**config.mk**
```make
export PLATFORM = sky130hd
export DESIGN_NAME = gf_mul_lsd_serial
export DESIGN_NICKNAME = d
export VERILOG_FILES = /design/src/rtl/gf_mul_pkg.sv /design/src/rtl/gf_lsd_step.sv /design/src/rtl/gf_mul_lsd_serial.sv
export SDC_FILE = /design/constraint.sdc
export NUM_CORES = 2
export LEC_CHECK = 0
export CAP_MARGIN = 20
export CORE_MARGIN = 2
export CORE_UTILIZATION = 30
export DETAILED_ROUTE_END_ITERATION = 16
export GPL_ROUTABILITY_DRIVEN = 1
export GPL_TIMING_DRIVEN = 0
export PLACE_DENSITY = 0.45
export SLEW_MARGIN = 20
export SYNTH_ARGS = -nofsm -noshare
export SYNTH_HDL_FRONTEND = slang
export SYNTH_SLANG_ARGS = --single-unit
```
**constraint.sdc**
```tcl
create_clock -name clk -period 23.6 [get_ports clk]
set_input_delay 2.36 -clock clk [delete_from_list [all_inputs] [get_ports clk]]
set_output_delay 2.36 -clock clk [all_outputs]
set_load 0.01 [all_outputs]
```
**src/rtl/gf_mul_pkg.sv**
```systemverilog
// Shared types and sizing helpers for the digit-serial GF(2^m) multipliers.
package gf_mul_pkg;

    // Controller states of the serial multiplier.
    typedef enum logic [1:0] {
        ST_IDLE = 2'd0,
        ST_RUN  = 2'd1,
        ST_DONE = 2'd2
    } state_e;

    // Default field: B-163 / sect163 degree, eight multiplier bits per clock.
    localparam int DEF_DATA_WIDTH = 163;
    localparam int DEF_DIGITAL    = 8;

    // f(x) without its x^163 term for B-163: x^7 + x^6 + x^3 + 1.
    localparam logic [DEF_DATA_WIDTH-1:0] B163_G = 163'hC9;

    // Number of digit steps needed to consume the whole multiplier.
    function automatic int num_digits(input int data_width, input int digital);
        return (data_width + digital - 1) / digital;
    endfunction

    // Counter width able to hold the values 0..n.
    function automatic int cnt_width(input int n);
        return (n < 1) ? 1 : $clog2(n + 1);
    endfunction

endpackage

```
**src/rtl/gf_lsd_step.sv**
```systemverilog
// One LSB-first digit step: for each multiplier bit (lowest first) conditionally
// add the running multiplicand into the accumulator, then multiply the
// multiplicand by x and reduce modulo f(x) = x^m + g(x).
module gf_lsd_step #(
    parameter int DATA_WIDTH = 163,
    parameter int DIGITAL    = 8
) (
    input  logic [DIGITAL-1:0]    b_digit,
    input  logic [DATA_WIDTH-1:0] a_in,
    input  logic [DATA_WIDTH-1:0] g,
    input  logic [DATA_WIDTH-1:0] acc_in,
    output logic [DATA_WIDTH-1:0] acc_out,
    output logic [DATA_WIDTH-1:0] a_out
);

    localparam logic [DATA_WIDTH-1:0] ZERO = {DATA_WIDTH{1'b0}};

    for (genvar i = 0; i < DIGITAL; i++) begin : g_bit
        logic [DATA_WIDTH-1:0] acc_i_s;
        logic [DATA_WIDTH-1:0] a_i_s;
        logic [DATA_WIDTH-1:0] acc_o_s;
        logic [DATA_WIDTH-1:0] a_o_s;

        if (i == 0) begin : g_first
            assign acc_i_s = acc_in;
            assign a_i_s   = a_in;
        end else begin : g_next
            assign acc_i_s = g_bit[i-1].acc_o_s;
            assign a_i_s   = g_bit[i-1].a_o_s;
        end

        assign acc_o_s = acc_i_s ^ (b_digit[i] ? a_i_s : ZERO);
        // x * a: shift left, fold the overflowing x^m term back in as g.
        assign a_o_s   = {a_i_s[DATA_WIDTH-2:0], 1'b0} ^ (a_i_s[DATA_WIDTH-1] ? g : ZERO);
    end

    assign acc_out = g_bit[DIGITAL-1].acc_o_s;
    assign a_out   = g_bit[DIGITAL-1].a_o_s;

endmodule

```
**src/rtl/gf_mul_lsd_serial.sv**
```systemverilog
// Digit-serial GF(2^m) polynomial-basis multiplier, multiplier scanned
// least-significant digit first, DIGITAL bits per clock, with a
// start/ready/done handshake. The product is held on c until the next
// accepted operation completes.
module gf_mul_lsd_serial
    import gf_mul_pkg::*;
#(
    parameter int DATA_WIDTH = DEF_DATA_WIDTH,
    parameter int DIGITAL    = DEF_DIGITAL
) (
    input  logic                  clk,
    input  logic                  rst,
    input  logic                  start,
    input  logic [DATA_WIDTH-1:0] a,
    input  logic [DATA_WIDTH-1:0] b,
    input  logic [DATA_WIDTH-1:0] g,
    output logic                  ready,
    output logic                  busy,
    output logic                  done,
    output logic [DATA_WIDTH-1:0] c
);

    localparam int N  = num_digits(DATA_WIDTH, DIGITAL);
    localparam int CW = cnt_width(N);
    // Multiplier register is padded to a whole number of digits.
    localparam int NB = N * DIGITAL;

    localparam logic [CW-1:0]         CNT_LAST = CW'(N - 1);
    localparam logic [CW-1:0]         CNT_ONE  = CW'(1);
    localparam logic [DATA_WIDTH-1:0] ZERO_W   = {DATA_WIDTH{1'b0}};
    localparam logic [NB-1:0]         ZERO_B   = {NB{1'b0}};

    state_e                state_r;
    state_e                state_next_s;
    logic [CW-1:0]         cnt_r;
    logic [DATA_WIDTH-1:0] a_r;
    logic [NB-1:0]         b_r;
    logic [NB-1:0]         b_pad_s;
    logic [DATA_WIDTH-1:0] acc_r;
    logic [DATA_WIDTH-1:0] acc_next_s;
    logic [DATA_WIDTH-1:0] a_next_s;
    logic [DATA_WIDTH-1:0] c_r;
    logic                  busy_r;
    logic                  done_r;
    logic                  load_s;
    logic                  step_s;
    logic                  finish_s;

    gf_lsd_step #(
        .DATA_WIDTH (DATA_WIDTH),
        .DIGITAL    (DIGITAL)
    ) u_step (
        .b_digit (b_r[DIGITAL-1:0]),
        .a_in    (a_r),
        .g       (g),
        .acc_in  (acc_r),
        .acc_out (acc_next_s),
        .a_out   (a_next_s)
    );

    // Zero-extend the incoming multiplier to the padded digit length.
    always_comb begin
        b_pad_s                  = ZERO_B;
        b_pad_s[DATA_WIDTH-1:0]  = b;
    end

    // Next-state and datapath control decode.
    always_comb begin
        state_next_s = state_r;
        load_s       = 1'b0;
        step_s       = 1'b0;
        finish_s     = 1'b0;
        case (state_r)
            ST_IDLE: begin
                if (start) begin
                    state_next_s = ST_RUN;
                    load_s       = 1'b1;
                end else begin
                    state_next_s = ST_IDLE;
                end
            end
            ST_RUN: begin
                step_s = 1'b1;
                if (cnt_r == CNT_LAST) begin
                    state_next_s = ST_DONE;
                    finish_s     = 1'b1;
                end else begin
                    state_next_s = ST_RUN;
                end
            end
            ST_DONE: begin
                // Back-to-back start is taken straight from DONE.
                if (start) begin
                    state_next_s = ST_RUN;
                    load_s       = 1'b1;
                end else begin
                    state_next_s = ST_IDLE;
                end
            end
            default: begin
                state_next_s = ST_IDLE;
            end
        endcase
    end

    // State register plus registered busy/done flags derived from next state.
    always_ff @(posedge clk or posedge rst) begin
        if (rst) begin
            state_r <= ST_IDLE;
            busy_r  <= 1'b0;
            done_r  <= 1'b0;
        end else begin
            state_r <= state_next_s;
            busy_r  <= (state_next_s == ST_RUN);
            done_r  <= finish_s;
        end
    end

    // Operand latch on accepted start, otherwise one digit step per RUN cycle.
    always_ff @(posedge clk or posedge rst) begin
        if (rst) begin
            a_r   <= ZERO_W;
            b_r   <= ZERO_B;
            acc_r <= ZERO_W;
            cnt_r <= {CW{1'b0}};
        end else if (load_s) begin
            a_r   <= a;
            b_r   <= b_pad_s;
            acc_r <= ZERO_W;
            cnt_r <= {CW{1'b0}};
        end else if (step_s) begin
            a_r   <= a_next_s;
            b_r   <= b_r >> DIGITAL;
            acc_r <= acc_next_s;
            cnt_r <= cnt_r + CNT_ONE;
        end
    end

    // Result register: written only when the last digit step completes.
    always_ff @(posedge clk or posedge rst) begin
        if (rst) begin
            c_r <= ZERO_W;
        end else if (finish_s) begin
            c_r <= acc_next_s;
        end
    end

    assign c     = c_r;
    assign busy  = busy_r;
    assign done  = done_r;
    assign ready = ~busy_r;

endmodule

```
-- Word-level counts from Yosys, hierarchy flattened
Index checks and enable logic that the tools add are counted.
- latch bits: 0
- input bits: 492
- bits in writable memories: 0
- register bits after elaboration: 666
- bits in read-only memories: 0
- word-level logic and storage cells: 65
- memories: 0
- divide/modulo/power cells: 0
- multiplexer cells: 32
- eq/ne operators: 4
- $mul: 0
- shift-type cells: 0
- add/sub/neg operators: 1
- order comparisons: 0
- bitwise gates (word level): 17
- reduce and logical (&&, ||, !) cells: 3
- operators by type and width (kind ; count):
    163-bit 2-to-1 mux ; 20
    163-bit XOR ; 16
    168-bit 2-to-1 mux ; 2
    5-bit 2-to-1 mux ; 2
    1-bit 2-to-1 mux ; 6
    5-bit by 1-bit adder with 5-bit output (second input constant) ; 1
    5-bit equality test (second input constant) ; 1
    2-bit by 1-bit equality test with 1-bit output (second input constant) ; 2
    2-bit case mux with 2 select lines ; 1
    2-bit equality test (second input constant) ; 1
    2-bit zero test ; 1
    2-bit 2-to-1 mux ; 1
    2-bit nonzero test ; 1
    2-bit OR reduction ; 1
    1-bit inverter ; 1

-- Longest topological paths before layout
- depth in word-level cells: 18
- mapped depth: 18
- gate-level depth less buffers: 12

-- Modules after synthesis
From an unflattened synthesis, not the netlist that was laid out.
- cells, all modules: 9157
- area, all modules: 70053.4 um2
- by module, submodules not included (module ; area each (um2) ; sequential area each (um2) ; times used ; cells each):
    gf_lsd_step ; 43932.1 ; 0.0 ; 1 ; 6909
    gf_mul_lsd_serial ; 26121.3 ; 16515.8 ; 1 ; 2248

-- Worst setup path after synthesis
No wires, ideal clock.
- path type: input to register
- start point: input g[160]
- end point: register a_r[10]
- data arrival time: 5.578 ns
- required time: 23.468 ns
- buffers on the path: 3
- slack: 17.890 ns
- stages: 15
- setup time: 0.132 ns
- path through: buf_4 > or2_1 > a31o_2 > nand3_1 > nand2_2 > mux2i_1 > a2111o_1 > a311o_1 > a31oi_2 > a2bb2oi_2 > buf_2 > clkbuf_1 > o21ai_1 > xnor2_1 > o21ai_1
- cells in the longest elaborated chain, start to end: 16
- RTL lines (what ; RTL line ; text):
    from (decl) ; gf_mul_lsd_serial.sv:16 ; input logic [DATA_WIDTH-1:0] g,
    163-bit 2-to-1 mux ; gf_lsd_step.sv:34 ; assign a_o_s = {a_i_s[DATA_WIDTH-2:0], 1'b0} ^ (a_i_s[DATA_WIDTH-1] ? g : ZERO);
    163-bit XOR (3 in a row) ; gf_lsd_step.sv:34 ;
    163-bit 2-to-1 mux ; gf_lsd_step.sv:34 ;
    163-bit XOR ; gf_lsd_step.sv:34 ;
    163-bit 2-to-1 mux ; gf_lsd_step.sv:34 ;
    163-bit XOR * ; gf_lsd_step.sv:34 ;
    163-bit 2-to-1 mux ; gf_lsd_step.sv:34 ;
    163-bit XOR * ; gf_lsd_step.sv:34 ;
    163-bit 2-to-1 mux ; gf_lsd_step.sv:34 ;
    163-bit XOR * ; gf_lsd_step.sv:34 ;
    163-bit 2-to-1 mux ; gf_lsd_step.sv:34 ;
    163-bit XOR * ; gf_lsd_step.sv:34 ;
    163-bit 2-to-1 mux * ; gf_mul_lsd_serial.sv:131 ; end else if (step_s) begin
    163-bit 2-to-1 mux * ; gf_mul_lsd_serial.sv:126 ; end else if (load_s) begin
    to (signal assigned) ; gf_mul_lsd_serial.sv:132 ; a_r <= a_next_s;
    to (decl) ; gf_mul_lsd_serial.sv:36 ; logic [DATA_WIDTH-1:0] a_r;
Every way passes the cells marked *; elsewhere a longest branch is shown, timed or not. The select of a mux whose other input is x is not followed.
A chain may end at the register's enable or synchronous reset.

-- Final worst setup path
- start point: input g[161]
- end point: register a_r[5]
- cells in the longest elaborated chain, start to end: 17
- RTL lines (what ; RTL line):
    163-bit 2-to-1 mux ; gf_lsd_step.sv:34
    163-bit XOR (2 in a row) ; gf_lsd_step.sv:34
    163-bit 2-to-1 mux ; gf_lsd_step.sv:34
    163-bit XOR ; gf_lsd_step.sv:34
    163-bit 2-to-1 mux ; gf_lsd_step.sv:34
    163-bit XOR ; gf_lsd_step.sv:34
    163-bit 2-to-1 mux ; gf_lsd_step.sv:34
    163-bit XOR ; gf_lsd_step.sv:34
    163-bit 2-to-1 mux ; gf_lsd_step.sv:34
    163-bit XOR * ; gf_lsd_step.sv:34
    163-bit 2-to-1 mux ; gf_lsd_step.sv:34
    163-bit XOR * ; gf_lsd_step.sv:34
    163-bit 2-to-1 mux ; gf_lsd_step.sv:34
    163-bit XOR * ; gf_lsd_step.sv:34
    163-bit 2-to-1 mux * ; gf_mul_lsd_serial.sv:131
    163-bit 2-to-1 mux * ; gf_mul_lsd_serial.sv:126
Marked as above.

==> run_results.csv <==
group,metric,value,unit
status,status,"finished, final reports clean",
sta,rsz0062_at_grt,"no",
synth,synth.distinct_cells,85,
grt,overflow,0,
grt,grt_busiest_layer,"met2",
run,maxCapViolations,0,
sta,relSlewSlack,13.4,%
final_layout,final_common_cell,"nand2_1",
min_path,hold_path.class,"register to register",
cts,clock-sinks,660,
final_layout,fin_area,82100,um^2
min_path,hold_start,"b_r[154]",
min_path,holdPathStages,2,
final_layout,multi_input_area,48000,um^2
critical_path,startpoint_type,"primary input",
min_path,holdPathEnd,"b_r[146]",
sta,slew_violations,0,
synth,synth_edf_count,0,
floorplan,row_count,174,
sta,fin_crit,7640,ps
synth,yosys_warnings,0,
final_layout,seqCellArea,16500,um^2
placed_design,hpwl,239000,um
grt,met3_usage,3.84,%
critical_path,r2r_slack,17640,ps
drt,via_per_inst,5.12,
floorplan,die_w,478,um
floorplan,dieArea,229000,um^2
sta,worst_slack,15960,ps
cts,path_clk_slew,60,ps
placed_design,place_congestion,0.918,
cts,htreeDepth,3,
critical_path,slowest_stage,"nor2_2",
drt,first_pass_iters,6,
final_layout,num-nets-final,9844,
final_layout,fill_cells,23400,
critical_path,worst-r2r-cell-count,16,
drt,route.detailed.drc,0,
critical_path,crit_path_max_fanout,10,
cts,clk_latency,800,ps
sta,worst_clock_skew,96.1,ps
synth,syn-cell-area,67500,um^2
floorplan,die_h,478,um
placed_design,postPlaceCellArea,78600,um^2
synth,ys_seq_area_share,24.5,%
floorplan,io_pins,658,
critical_path,path_common_cell,"xnor2_1",
final_layout,area_delta_synth_final,21.6,%
critical_path,endpoint_kind,"register",
cts,root_buffer,"clkbuf_16",
critical_path,cpLargestDelayFamily,"buffers and inverters",
drt,ant_nets,0,
cts,cts_tree,"done",
final_layout,utilization,36.6,%
grt,grt_pass1_vias,62800,
critical_path,worstPathArrival,8300,ps
sta,post-route-period-util,32.4,%
cts,cts_buffer_depth,3,
critical_path,crit_chain,"clkdlybuf4s50_1 -> buf_2 -> inv_1 -> xnor2_1 -> a211oi_1 -> nor2_2 -> nand2_1 -> xnor2_1 -> xnor2_1 -> and4_1 -> a2bb2oi_4 -> buf_2 -> clkbuf_1 -> o21ai_0 -> xnor2_1 -> o21ai_1",
critical_path,r2r_end,"a_r[5]",
cts,cts_buffers,90,
sta,max_freq,0.131,GHz
grt,grt_use_met2,41.1,%
final_layout,drive_above_1_share,3.34,%
grt,grt_max_degree,93,
critical_path,critPathKind,"primary input to register",
grt,grt_first_pass_wirelength,441000,um
synth,syn_inst,8573,
cts,cts_resized,0,
grt,use_met1,35.3,%
drt,drtIter0Drc,5734,
sta,hold_viol_final,0,
placed_design,post-place-ws,15150,ps
final_layout,final_cell_mix,"2099 x nand2_1, 1615 x xnor2_1, 660 x dfrtp_1",
critical_path,path_buf_inv,5,
synth,ys_seq_elements,660,
cts,cts_setup_buffers,0,
floorplan,core_area,224000,um^2
drt,drt-wirelength-per-cell,24.5,um
critical_path,max_stage_delay,700,ps
grt,antenna_found_initial,68,
placed_design,io_buffers,653,
cts,cts.hold.buffers_added,0,
sta,worst_pin_slew,1300,ps
grt,grt_usage,25.9,%
floorplan,start_util,30.1,%
drt,totalWireLength,305000,um
synth,synth_area_per_cell,7.87,um^2
sta,setup_viol,0,
synth,synth-main-ff-cell,"dfrtp_1",
synth,synth-async-reset-ratio,100,%
critical_path,critPathRequiredTime,24260,ps
drt,vias,63800,
synth,synth_nets,9067,
critical_path,worstReg2RegStart,"a_r[161]",
-- registers in the layout, summed over array words and instances, names as in the netlist --
| register | count |
|---|---|
| acc_r | 163 |
| cnt_r | 5 |
| done | 1 |
| busy | 1 |
| c | 163 |
| b_r | 163 |
| a_r | 163 |
| state_r | 1 |
-- Yosys cell counts, drive strengths merged, types with 4 or more instances --
cell type | number | share of area [%]
nor2 | 340 | 1.9
nand4 | 11 | 0.10
mux2i | 6 | 0.089
a211oi | 6 | 0.089
nor3 | 15 | 0.13
o32ai | 5 | 0.065
a22oi | 314 | 3.5
o21ai | 980 | 7.3
a21o | 5 | 0.056
dfrtp | 660 | 24
nand2b | 4 | 0.037
a21oi | 497 | 3.7
and3 | 312 | 2.9
a22o | 15 | 0.19
nor4 | 4 | 0.069
xnor3 | 322 | 11
a221o | 5 | 0.074
nand3 | 20 | 0.15
xor3 | 5 | 0.18
buf | 102 | 0.73
a211o | 6 | 0.078
nand2 | 2101 | 12
nor2b | 7 | 0.065
clkbuf | 641 | 3.6
xnor2 | 1616 | 21
xor2 | 333 | 4.4
inv | 19 | 0.11
o211ai | 7 | 0.085
a21boi | 157 | 1.7
mux2 | 7 | 0.12
-- cell families after synthesis --
logic type / after synthesis / share of synthesized area (%)
fa+ha+maj: 2 / 0.0371
xor+xnor: 2276 / 36.3
compound gates: 2029 / 17.4
buf+inv: 763 / 4.40
simple gates: 2830 / 17.2
flops: 660 / 24.5
mux: 13 / 0.206
-- cell type report --
cell class | instances | share of cell area [%]
Multi-Input combinational cell | 7150 | 58.5
Sequential cell | 660 | 20.1
Timing Repair Buffer | 685 | 8.92
Tap cell | 2992 | 4.56
Buffer | 743 | 3.59
Clock buffer | 117 | 3.04
Clock inverter | 48 | 1.08
Inverter | 20 | 0.101
Antenna cell | 33 | 0.101
-- worst max-delay path by stage --
stage | slack [ps] | startpoint | endpoint | cells past startpoint
2_1_floorplan | 2740 | rst | a_r[0] | 1
3_3_place_gp | -7840 | rst | c[56] | 2
3_5_place_dp | 15150 | g[161] | acc_r[129] | 16
4_1_cts | 15980 | g[161] | c[157] | 16
5_1_grt | 15750 | g[161] | acc_r[13] | 16
6_report | 15960 | g[161] | a_r[5] | 16
-- per-layer routing --
layer	vias up	share of wire, %
met1	31100	45
met4	20	3.8
li1	30100	-
met3	400	6.5
met5	-	0.041
met2	2191	45
-- worst reg2reg max path: cells and delay by family (launching register included) --
| kind | cells | cell delay [ps] |
|---|---|---|
| xor+xnor | 3 | 1110 |
| buf+inv | 4 | 1700 |
| compound gates | 5 | 1300 |
| simple gates | 4 | 1430 |
| flops | 1 | 370 |
-- stage by stage --
step	hold WS (ps)	std cells	setup TNS, ps
2_1_floorplan	446	8573	0
3_3_place_gp	459	12200	-5012770
3_5_place_dp	463	12300	0
4_1_cts	475	12400	0
5_1_grt	490	12400	0
6_report	477	12400	0
Power is left out: the tool's default activity adds up to more than one toggle a clock period on the data nets, which glitch-free logic cannot reach.
